## src/rtl/mips_mem_pkg.sv

```systemverilog
// Shared encodings for the MEM stage: access-size codes and the access FSM states.
package mips_mem_pkg;

   localparam logic [1:0] MEM_BYTE = 2'b00;
   localparam logic [1:0] MEM_HALF = 2'b01;
   localparam logic [1:0] MEM_WORD = 2'b10;

   typedef enum logic [1:0] {
      ST_IDLE = 2'b00,
      ST_WAIT = 2'b01,
      ST_DONE = 2'b10
   } mem_state_t;

endpackage

```

## src/rtl/mem_lane_align.sv

```systemverilog
// Byte-lane steering for data memory: store replication, byte enables, load extract/extend.
// Purely combinational, zero latency, no backpressure.
module mem_lane_align
   import mips_mem_pkg::*;
(
   input  logic [1:0]  size,
   input  logic        unsigned_ld,
   input  logic [1:0]  addr_lo,
   input  logic [31:0] wd,
   input  logic [31:0] rdata,
   output logic [31:0] wdata,
   output logic [3:0]  be,
   output logic [31:0] load_data,
   output logic        misaligned
);

   logic [7:0]  byte_sel;
   logic [15:0] half_sel;

   always_comb begin
      case (addr_lo)
         2'd0:    byte_sel = rdata[7:0];
         2'd1:    byte_sel = rdata[15:8];
         2'd2:    byte_sel = rdata[23:16];
         default: byte_sel = rdata[31:24];
      endcase
      half_sel = addr_lo[1] ? rdata[31:16] : rdata[15:0];
   end

   always_comb begin
      wdata      = wd;
      be         = 4'b1111;
      load_data  = rdata;
      misaligned = 1'b0;
      case (size)
         MEM_BYTE: begin
            wdata     = {4{wd[7:0]}};
            be        = 4'b0001 << addr_lo;
            load_data = unsigned_ld ? {24'd0, byte_sel} : {{24{byte_sel[7]}}, byte_sel};
         end
         MEM_HALF: begin
            wdata      = {2{wd[15:0]}};
            be         = addr_lo[1] ? 4'b1100 : 4'b0011;
            load_data  = unsigned_ld ? {16'd0, half_sel} : {{16{half_sel[15]}}, half_sel};
            misaligned = addr_lo[0];
         end
         // Size 11 behaves as a word access.
         default: begin
            misaligned = |addr_lo;
         end
      endcase
   end

endmodule

```

## src/rtl/mem_access_stage.sv

```systemverilog
// MIPS MEM stage: req/ack data-memory access with timeout, feeding the MEM/WB register.
// Adds one stall cycle per access plus one per ack wait cycle; non-memory ops pass through.
module mem_access_stage
   import mips_mem_pkg::*;
#(
   parameter int MAX_WAIT = 15
)
(
   input  logic        clk,
   input  logic        reset,
   input  logic        mem_read_i,
   input  logic        mem_write_i,
   input  logic [1:0]  mem_size_i,
   input  logic        mem_unsigned_i,
   input  logic        mem_to_reg_i,
   input  logic        reg_write_i,
   input  logic [4:0]  write_register_i,
   input  logic [4:0]  Rd_i,
   input  logic [31:0] pc_plus_4_i,
   input  logic [31:0] alu_result_i,
   input  logic [31:0] write_data_i,
   input  logic [31:0] dmem_rdata_i,
   input  logic        dmem_ack_i,
   output logic        dmem_req_o,
   output logic        dmem_we_o,
   output logic [31:0] dmem_addr_o,
   output logic [31:0] dmem_wdata_o,
   output logic [3:0]  dmem_be_o,
   output logic        mem_to_reg_o,
   output logic        reg_write_o,
   output logic [4:0]  write_register_o,
   output logic [4:0]  Rd_o,
   output logic [31:0] pc_plus_4_o,
   output logic [31:0] alu_result_o,
   output logic [31:0] read_data_mmry_o,
   output logic        stall_o,
   output logic        misaligned_o,
   output logic        bus_error_o
);

   localparam int CW = (MAX_WAIT < 1) ? 1 : $clog2(MAX_WAIT + 1);

   mem_state_t    state, state_nxt;
   logic [CW-1:0] wait_cnt, wait_cnt_nxt;
   logic [31:0]   rdata_q, rdata_nxt;
   logic          err_q, err_nxt;
   logic          op, misaligned, squash;
   logic [31:0]   load_data;

   assign op = mem_read_i | mem_write_i;

   mem_lane_align u_align (
      .size        (mem_size_i),
      .unsigned_ld (mem_unsigned_i),
      .addr_lo     (alu_result_i[1:0]),
      .wd          (write_data_i),
      .rdata       (rdata_q),
      .wdata       (dmem_wdata_o),
      .be          (dmem_be_o),
      .load_data   (load_data),
      .misaligned  (misaligned)
   );

   always_ff @(posedge clk) begin
      if (reset) begin
         state    <= ST_IDLE;
         wait_cnt <= '0;
         rdata_q  <= '0;
         err_q    <= 1'b0;
      end else begin
         state    <= state_nxt;
         wait_cnt <= wait_cnt_nxt;
         rdata_q  <= rdata_nxt;
         err_q    <= err_nxt;
      end
   end

   always_comb begin
      state_nxt    = state;
      wait_cnt_nxt = wait_cnt;
      rdata_nxt    = rdata_q;
      err_nxt      = err_q;
      dmem_req_o   = 1'b0;
      stall_o      = 1'b0;
      misaligned_o = 1'b0;
      bus_error_o  = 1'b0;
      squash       = 1'b0;
      case (state)
         ST_IDLE: begin
            if (op && misaligned) begin
               misaligned_o = 1'b1;
               squash       = 1'b1;
            end else if (op) begin
               dmem_req_o = 1'b1;
               stall_o    = 1'b1;
               squash     = 1'b1;
               if (dmem_ack_i) begin
                  rdata_nxt = dmem_rdata_i;
                  state_nxt = ST_DONE;
               end else begin
                  wait_cnt_nxt = CW'(1);
                  state_nxt    = ST_WAIT;
               end
            end
         end
         ST_WAIT: begin
            dmem_req_o = 1'b1;
            stall_o    = 1'b1;
            squash     = 1'b1;
            // A late ack on the final wait cycle still wins over the timeout.
            if (dmem_ack_i) begin
               rdata_nxt = dmem_rdata_i;
               state_nxt = ST_DONE;
            end else if (wait_cnt == CW'(MAX_WAIT)) begin
               err_nxt   = 1'b1;
               state_nxt = ST_DONE;
            end else begin
               wait_cnt_nxt = wait_cnt + 1'b1;
            end
         end
         ST_DONE: begin
            squash       = err_q;
            bus_error_o  = err_q;
            err_nxt      = 1'b0;
            wait_cnt_nxt = '0;
            state_nxt    = ST_IDLE;
         end
         default: begin
            state_nxt = ST_IDLE;
         end
      endcase
   end

   assign dmem_we_o   = dmem_req_o & mem_write_i;
   assign dmem_addr_o = {alu_result_i[31:2], 2'b00};

   assign mem_to_reg_o     = mem_to_reg_i & ~squash;
   assign reg_write_o      = reg_write_i & ~squash;
   assign write_register_o = write_register_i;
   assign Rd_o             = Rd_i;
   assign pc_plus_4_o      = pc_plus_4_i;
   assign alu_result_o     = alu_result_i;
   assign read_data_mmry_o = (mem_read_i & ~mem_write_i) ? load_data : 32'd0;

endmodule

```

## config.mk

```make
export PLATFORM = sky130hd
export DESIGN_NAME = mem_access_stage
export DESIGN_NICKNAME = d
export VERILOG_FILES = /design/src/rtl/mips_mem_pkg.sv /design/src/rtl/mem_lane_align.sv /design/src/rtl/mem_access_stage.sv
export SDC_FILE = /design/constraint.sdc
export NUM_CORES = 1
export LEC_CHECK = 0
export BUFFER_PORTS_ARGS = -buffer_cell sky130_fd_sc_hd__buf_2
export CORE_AREA = 5 5 125 127
export CTS_CLUSTER_DIAMETER = 30
export DETAILED_ROUTE_END_ITERATION = 12
export DIE_AREA = 0 0 130 132
export HOLD_SLACK_MARGIN = 0.06
export SETUP_SLACK_MARGIN = 0.5
export SLEW_MARGIN = 10
export SYNTH_ARGS = -nofsm -noshare
export SYNTH_HDL_FRONTEND = slang
export SYNTH_SLANG_ARGS = --single-unit
```

## constraint.sdc

```tcl
create_clock -name clk -period 2.4 [get_ports clk]
set_input_delay 0.24 -clock clk [delete_from_list [all_inputs] [get_ports clk]]
set_output_delay 0.24 -clock clk [all_outputs]
set_load 0.02 [all_outputs]
```

==> metrics.txt <==
Power per Cell Area 514.7 nW/um^2; flop2flop setup slack 620 ps; Synth area leaders buf_4 25%, dfxtp_1 22%, nand2_1 13%; final non-filler cell total 729; CP endpoint kind output pin; number of diodes 0; design area 4358 sq um; period utilisation layout 88.52%; Cell Count Post-Placement 712; # IOs 329; first-pass GRT wire length 19,220 um; Total GRT Usage 14.11%; fin crit period 2124 ps; CTS Root Cell clkbuf_16; Primary FF master, synth dfxtp_1; die width 130 um; CP bufs+invs 3; CP delay by family, top multiplexers; layout cell share with drive strength beyond 1 45.32%; Hold Crit Class in -> reg; crit path max fanout 8; # DRC 0; Distinct cells, synth 44; CTS tree done; Starting Density 24.53%; final setup violation count 0; WHS Path Cells 3; DR vias/cell 4.652; Slew Limit Fails 0; r2r worst-path depth 5; synth cell count leaders 122 x nand2_1, 115 x buf_4, 54 x a21oi_1; FP Rows 44; Ys Warns 0; Iter 0 DRT Violations 121; initial antenna violation count 1; fin util 30.45%; synthesized instance count 500; most frequent cell after synthesis nand2_1; CTS max path bufs 2; status complete, no violations; total negative setup slack 0 ps; Routed WL 12,760 um; VDD IR-drop max 324.0 uV; clk_skew 5.582 ps; max_cap viols 0; leakage 1.925 nW; Placed Area 3676 sq um; EDFF count, synth 0; Die ar. 17,160 sq um; vias in the first global route 3,479; router iterations before antenna repair 4; CTS Hold Bufs 0; WP data required 2160 ps; clk_lat worst skew 290 ps; post-synthesis sequential area ratio 22.24%; Critical Path AT 1880 ps; register bit total from synthesis 39; DR vias 3,391; worst r2r dst wait_cnt[1]; sequence of cells on the critical path mux4_2, nor2b_4, o21ai_2, buf_6, buf_12, nand2_2, buf_6; detailed placement HPWL 9570 um; Async SR Flop Fraction 0%; fmax 0.4707 GHz; Routed Antenna Nets 0; total power 2.243 mW; Final GP Congestion 0.7761; r2r startpoint wait_cnt[0]; Mapped Area 3511 sq um; DR WL/cell 17.51 um; PortBufs 152; Core Area 14,310 sq um; Startpoint Class flip-flop; area grow syn2layout 24.13%; Nets 697; min-delay src dmem_rdata_i[18]; final hold vios 0; slowest stage delay, CP 480 ps; H-tree depth 2; TritonCTS Buffers 5; WS Path Type reg -> out; worst hold endpoint rdata_q[18]; crit path from rdata_q[31]; CP max-delay cell mux4_2; Mean Syn Cell Area 7.022 sq um; Synth top area share 24.59%; remaining global-route overflow 0; RSZ-0062 raised after global routing yes; DIE HEIGHT 132 um; clock-pin slew on the worst setup and hold paths 60 ps; most frequent CP cell buf_6; Synth area leader buf_4; largest net degree at the start of global routing 40; clk sinks 39
-- layout by cell type, fill, tap and decap left out, types with 3 or more instances in the layout --
cell,count
ha_2,3
nor2b_1,5
dfxtp_1,35
clkbuf_16,5
a221oi_4,6
o21ai_0,18
mux2i_1,8
and2_1,4
buf_4,22
a21oi_1,52
nand2_2,12
a22oi_1,7
buf_2,127
nand2_4,4
dfxtp_2,4
nand2_1,106
nor2_1,11
mux2_2,17
o31ai_1,4
inv_1,12
nor3_1,5
buf_12,3
nand3_1,3
buf_6,25
o21ai_1,4
-- tightest hold or removal path, stage by stage --
cell and delay [ps]:
buf_2 100, nand2_1 40, a21oi_1 50
-- area by class of cell --
cell class | count | area, sq um
inverter | 13 | 48.80
tap | 184 | 230.2
sequential | 39 | 785.8
timing repair buffer | 177 | 1142
clock inverter | 2 | 60.06
clock buffer | 6 | 128.9
multi-input combinational | 308 | 1962
fill | 1583 | 9956
-- cell families after synthesis --
family,count (synthesis),share of synthesized area (%)
AND/OR/NAND/NOR,168,20.63
buffers and inverters,154,28.97
AO/OA/AOI/OAI,107,17.89
flip-flops,39,22.24
multiplexers,26,8.375
adder cells (fa/ha/maj),5,1.782
other,1,0.1068
-- report_power, final --
part / switching, mW / total [mW] / internal [mW]
clock: 0.284 / 0.881 / 0.597
sequential: 0.0308 / 0.717 / 0.686
combinational: 0.387 / 0.646 / 0.259
total: 0.701 / 2.24 / 1.54
-- timing repair --
action | CTS | global route
pin swaps | 3 | 6
endpoints found under the setup margin | 27 | 68
cloned | 1 | 0
buffers inserted | 7 | 1
gates resized for setup | 84 | 32
-- through the flow --
| stage | setup slack [ps] | hold WS (ps) |
|---|---|---|
| floorplan | 547.5 | 341.0 |
| global placement | 381.3 | 442.9 |
| detailed placement | 368.2 | 451.0 |
| CTS | 311.8 | 174.0 |
| global route | 201.4 | 195.6 |
| finish | 275.6 | 183.3 |
-- worst max path at each step --
stage                           end  slack (ps)  cells past startpoint
3_3_place_gp   read_data_mmry_o[11]         380                      6
5_1_grt        read_data_mmry_o[26]         200                      7
6_report       read_data_mmry_o[20]         280                      7
2_1_floorplan   read_data_mmry_o[0]         550                      5
4_1_cts        read_data_mmry_o[30]         310                      7
3_5_place_dp    read_data_mmry_o[9]         370                      6
-- per-layer routing --
layer  wire (um)  global-route usage (%)
met4         577                   7.275
met2        5826                   21.92
met1        5377                   17.78
met5          13                       0
met3         969                   3.768
-- flip-flops by register name, summed over array words and instances (netlist names) --
name	cells
err_q	1
rdata_q	32
wait_cnt	4
state	2
Note: power is estimated with default switching activity, not from simulation.
